===== config.mk =====
export PLATFORM = sky130hd
export DESIGN_NAME = hazard_ctrl
export DESIGN_NICKNAME = d
export VERILOG_FILES = /design/src/rtl/core_pkg.sv /design/src/rtl/sat_counter.sv /design/src/rtl/hazard_ctrl.sv
export SDC_FILE = /design/constraint.sdc
export NUM_CORES = 1
export LEC_CHECK = 0
export CORE_MARGIN = 2
export CORE_UTILIZATION = 45
export CTS_BUF_LIST = sky130_fd_sc_hd__clkbuf_8
export DETAILED_ROUTE_END_ITERATION = 7
export DONT_BUFFER_PORTS = 1
export PLACE_DENSITY = 0.6
export SLEW_MARGIN = 10
export SYNTH_ARGS = -nofsm -noshare
export SYNTH_HDL_FRONTEND = slang
export SYNTH_SLANG_ARGS = --single-unit

===== constraint.sdc =====
create_clock -name clk -period 2.45 [get_ports clk]
set_clock_uncertainty 0.1 [all_clocks]
set_input_delay 0.245 -clock clk [delete_from_list [all_inputs] [get_ports clk]]
set_output_delay 0.245 -clock clk [all_outputs]
set_load 0.02 [all_outputs]

===== src/rtl/core_pkg.sv =====
// Shared definitions for the core pipeline control: sequencer states and
// register-file addressing constants.
package core_pkg;

    typedef enum logic [1:0] {
        RUN      = 2'd0,
        MEM_WAIT = 2'd1,
        HALT     = 2'd2
    } state_t;

    localparam int RA_W = 5;
    localparam logic [RA_W-1:0] REG_X0 = '0;

endpackage


===== src/rtl/sat_counter.sv =====
// Saturating up-counter: holds at all-ones instead of wrapping; clr wins over inc.
module sat_counter #(
    parameter int W = 32
) (
    input  logic         clk,
    input  logic         clr,
    input  logic         inc,
    output logic [W-1:0] cnt
);

    always_ff @(posedge clk) begin
        if (clr) begin
            cnt <= '0;
        end else if (inc && (cnt != {W{1'b1}})) begin
            cnt <= cnt + W'(1);
        end
    end

endmodule


===== src/rtl/hazard_ctrl.sv =====
// Hazard/stall sequencer for the 5-stage pipeline: load-use bubbles, branch
// flushes, memory-wait freezes with timeout-to-halt, and perf counters.
module hazard_ctrl
    import core_pkg::*;
#(
    parameter int RA_W        = core_pkg::RA_W,
    parameter int CNT_W       = 32,
    parameter int MEM_TIMEOUT = 255
) (
    input  logic             clk,
    input  logic             rst,
    input  logic [RA_W-1:0]  id_ra1,
    input  logic [RA_W-1:0]  id_ra2,
    input  logic             id_use_ra1,
    input  logic             id_use_ra2,
    input  logic             ex_memRead,
    input  logic [RA_W-1:0]  ex_wa,
    input  logic             ex_branch_taken,
    input  logic             mem_req,
    input  logic             mem_ready,
    output logic             pc_en,
    output logic             if_id_en,
    output logic             if_id_flush,
    output logic             id_ex_hold,
    output logic             id_ex_bubble,
    output logic             ex_mem_en,
    output logic             mem_wb_bubble,
    output logic             halted,
    output logic [CNT_W-1:0] stall_cnt,
    output logic [CNT_W-1:0] flush_cnt
);

    localparam int WAIT_W = $clog2(MEM_TIMEOUT + 1);
    localparam logic [WAIT_W-1:0] TIMEOUT_V = WAIT_W'(MEM_TIMEOUT);

    state_t            state, state_n;
    logic [WAIT_W-1:0] wait_cnt, wait_n;
    logic              waiting, load_use, freeze, branch_flush;
    logic              stall_inc, flush_inc;

    assign waiting  = mem_req && !mem_ready;
    assign load_use = ex_memRead && (ex_wa != RA_W'(REG_X0)) &&
                      ((id_use_ra1 && (id_ra1 == ex_wa)) ||
                       (id_use_ra2 && (id_ra2 == ex_wa)));
    assign halted   = (state == HALT);

    always_ff @(posedge clk) begin
        if (rst) begin
            state    <= RUN;
            wait_cnt <= '0;
        end else begin
            state    <= state_n;
            wait_cnt <= wait_n;
        end
    end

    always_comb begin
        state_n       = state;
        wait_n        = wait_cnt;
        freeze        = 1'b0;
        branch_flush  = 1'b0;
        pc_en         = 1'b1;
        if_id_en      = 1'b1;
        if_id_flush   = 1'b0;
        id_ex_hold    = 1'b0;
        id_ex_bubble  = 1'b0;
        ex_mem_en     = 1'b1;
        mem_wb_bubble = 1'b0;

        case (state)
            RUN: begin
                if (waiting) begin
                    freeze  = 1'b1;
                    state_n = MEM_WAIT;
                    wait_n  = WAIT_W'(1);
                end
            end
            MEM_WAIT: begin
                if (waiting) begin
                    freeze = 1'b1;
                    if (wait_cnt == TIMEOUT_V) begin
                        state_n = HALT;
                    end else begin
                        wait_n = wait_cnt + WAIT_W'(1);
                    end
                end else begin
                    // Access finished: this cycle behaves as RUN so held events act now.
                    state_n = RUN;
                    wait_n  = '0;
                end
            end
            HALT: begin
                freeze = 1'b1;
            end
            default: begin
                state_n = RUN;
                wait_n  = '0;
            end
        endcase

        if (freeze) begin
            pc_en         = 1'b0;
            if_id_en      = 1'b0;
            id_ex_hold    = 1'b1;
            ex_mem_en     = 1'b0;
            mem_wb_bubble = 1'b1;
        end else if (ex_branch_taken) begin
            // The ID instruction is discarded, so any load-use on it is moot.
            branch_flush = 1'b1;
            if_id_flush  = 1'b1;
            id_ex_bubble = 1'b1;
        end else if (load_use) begin
            pc_en        = 1'b0;
            if_id_en     = 1'b0;
            id_ex_bubble = 1'b1;
        end

        if (rst) begin
            branch_flush  = 1'b0;
            pc_en         = 1'b0;
            if_id_en      = 1'b0;
            if_id_flush   = 1'b1;
            id_ex_hold    = 1'b0;
            id_ex_bubble  = 1'b1;
            ex_mem_en     = 1'b0;
            mem_wb_bubble = 1'b1;
        end
    end

    assign stall_inc = !rst && !halted && !pc_en;
    assign flush_inc = !rst && branch_flush;

    sat_counter #(.W(CNT_W)) u_stall_cnt (
        .clk (clk),
        .clr (rst),
        .inc (stall_inc),
        .cnt (stall_cnt)
    );

    sat_counter #(.W(CNT_W)) u_flush_cnt (
        .clk (clk),
        .clr (rst),
        .inc (flush_inc),
        .cnt (flush_cnt)
    );

endmodule

==> flow_summary.yaml <==
outcome:
  outcome: "complete, no violations"
floorplan:
  coreArea_sq_um: 8760
  die_area_sq_um: 9820
  initial_utilization_pct: 46.4
  io_pins: 95
  rows: 34
  die_w_um: 99.1
  die_h_um: 99.1
timing:
  fin_hold_ws_ps: 18.5
  hold_violations: 0
  maxSlewViolCount: 0
  finalCritPeriodShare_pct: 94.5
  tns_ps: 0
  layout_min_cycle_time_ps: 2320
  maxSlewHeadroom_pct: 65.4
  tightest_slew_ps: 515
  clock.fmax_ghz: 0.432
  setup_viol: 0
  rsz0062_at_grt: "false"
  finalWorstSetupSlack_ps: 135
yosys:
  yosysSeqAreaShare_pct: 36.4
  yosys_register_bits: 74
  syn_area_per_cell_sq_um: 8.42
  synthesis.area_sq_um: 4070
  synthDistinctLibCells: 60
  syn-num-nets: 509
  synth_top_flop_cell: "dfxtp_1"
  syn_inst: 483
  synthArstFlopShare_pct: 0
  synth_edf_count: 0
  ys_warn_count: 0
clock_tree:
  clk_pin_slew_ps: 80
  htree_levels: 3
  numCtsBuffers: 9
  cts.sinks: 74
  clk_latency_ps: 360
  clockBufferDepth: 2
  clock-root-buffer: "clkbuf_8"
  cts_tree: "done"
worst_setup_path:
  slowest_delay_ps: 430
  endpoint_kind: "flop"
  regToRegSetupSlack_ps: 130
  cp.arrival_ps: 2470
  r2r-start: "state[0]"
  crit_path_max_fanout: 57
  start_kind: "flop"
  crit_type: "reg -> reg"
  crit_required_ps: 2600
  setup.worst_path.start: "state[0]"
  cpMaxStageDelayCell: "nor4b_1"
  path_cells: "or2b_1 -> inv_1 -> nor2_1 -> a22oi_2 -> buf_12 -> nor4b_1 -> mux2_2"
finish:
  fin_nets: 554
  drive_gt1_share_pct: 20.1
  filler_cell_count: 827
  area_growth_pct: 17.1
  fin_util_pct: 54.4
  antenna_cells: 0
  final_area_sq_um: 4760
  instances_no_fill: 641
worst_hold_path:
  worstHoldPathType: "in -> reg"
  hp-start: "rst"
place:
  hpwl_um: 7280
  place.gp.congestion: 0.802
  post-place-ws_ps: 180
  placed_cells_incl_taps: 624
  dpl_cell_area_sq_um: 4490
  port_buffers: 0
power_and_ir_drop:
  vdd.ir_drop.worst_mv: 0.287
  p_per_area_nw_per_um2: 532
  power_mw: 2.54
  p_leak_nw: 1.74
run:
  maxCapViolations: 0
route:
  drt_wl_total_um: 10300
  ant_nets: 0
  drt_iter0_markers: 96
  drtPass1Iterations: 4
  vias_per_cell: 5.93
  remaining_drc_errors: 0
  wl_per_cell_um: 16.1
  via_count: 3798
global_routing:
  antenna_found_initial: 0
  grt_pass1_vias: 3553
  grt_max_degree: 58
  track_usage_pct: 21.4
  grt_pass1_wl_um: 17000
  grt.overflow.total: 0
synth_stat cells, types with 6 or more instances:
| master | instances | area, sq um |
|---|---|---|
| xnor2_1 | 14 | 123 |
| nor3_1 | 7 | 35.0 |
| and3_1 | 15 | 93.8 |
| nand4_1 | 16 | 100 |
| and2_1 | 6 | 37.5 |
| o21ai_0 | 19 | 95.1 |
| or3_1 | 24 | 150 |
| a21oi_2 | 7 | 61.3 |
| buf_4 | 9 | 67.6 |
| a21oi_1 | 21 | 105 |
| or4_1 | 6 | 45.0 |
| o21a_1 | 7 | 52.6 |
| nand2_1 | 30 | 113 |
| nand3_1 | 37 | 185 |
| nor2b_1 | 8 | 50.1 |
| xor2_1 | 17 | 149 |
| and4_1 | 14 | 123 |
| o21ai_2 | 6 | 52.6 |
| nor4_1 | 8 | 50.1 |
| clkbuf_1 | 8 | 30.0 |
| o211ai_1 | 6 | 45.0 |
| dfxtp_1 | 74 | 1480 |
| nor2_1 | 51 | 191 |
power breakdown:
| group | internal, mW | switching [mW] |
|---|---|---|
| combinational | 0.0467 | 0.0819 |
| clock | 0.729 | 0.465 |
| sequential | 1.21 | 0.00577 |
| total | 1.98 | 0.553 |
layout make-up:
cell class	count	area [sq um]	area share [%]
clock buffer	11	151	3.18
clock inverter	5	100	2.10
inverter	6	22.5	0.473
multi-input combinational	377	2390	50.2
sequential	74	1480	31.1
tap	108	135	2.84
timing repair buffer	60	483	10.1
metal layers:
metal  up-vias  GRT usage, %  part of all wire, %
li1       1886             -                    -
met1      1808          26.4                   43
met2        87          34.3                   48
met3        17          6.81                  6.9
met4         0          9.27                  2.1
met5         -             0                    0
repair_timing:
action	in CTS	in global routing
gates resized for setup	0	0
endpoints found under the hold margin	48	0
setup buffers	0	0
hold buffers	1	0
state kept, by name (all words and copies together), names as in the netlist:
name             cells
wait_cnt             8
state                2
u_flush_cnt.cnt     32
u_stall_cnt.cnt     32
placed cells by master, fill, tap and decap left out, types with 6 or more instances in the layout:
cell,count
buf_4,58
o21a_1,7
and4_1,14
nor2_1,51
and2_1,6
nand2_1,30
o21ai_2,6
nand4_1,16
or3_1,24
dfxtp_1,74
xor2_1,17
o21ai_0,19
nor4_1,8
a21oi_1,21
nand3_1,37
a21oi_2,7
o211ai_1,6
clkbuf_8,11
nor2b_1,8
xnor2_1,14
nor3_1,7
and3_1,15
or4_1,6
final timing paths:
check             depth (start not counted)                   to
setup / recovery                          7  u_stall_cnt.cnt[26]
hold / removal                            2  u_stall_cnt.cnt[26]
setup reg to reg                          7  u_stall_cnt.cnt[26]
hold reg to reg                           2          wait_cnt[1]
kinds of logic after synthesis:
logic type / synth area share [%]
AOI/OAI and AO/OA: 15.6
xor gates and xnor gates: 6.67
adders and majority gates: 0.923
buffers and inverters: 4.80
DFF: 36.4
muxes: 2.74
and+or+nand+nor: 32.9
worst max-delay path: cells and delay by family (launching register included):
family                 cells  cell delay [ps]
AND/OR/NAND/NOR            3              820
flip-flops                 1              400
multiplexers               1              380
buffers and inverters      2              370
AO/OA/AOI/OAI              1              120
Power figures use the tool's default switching activity.
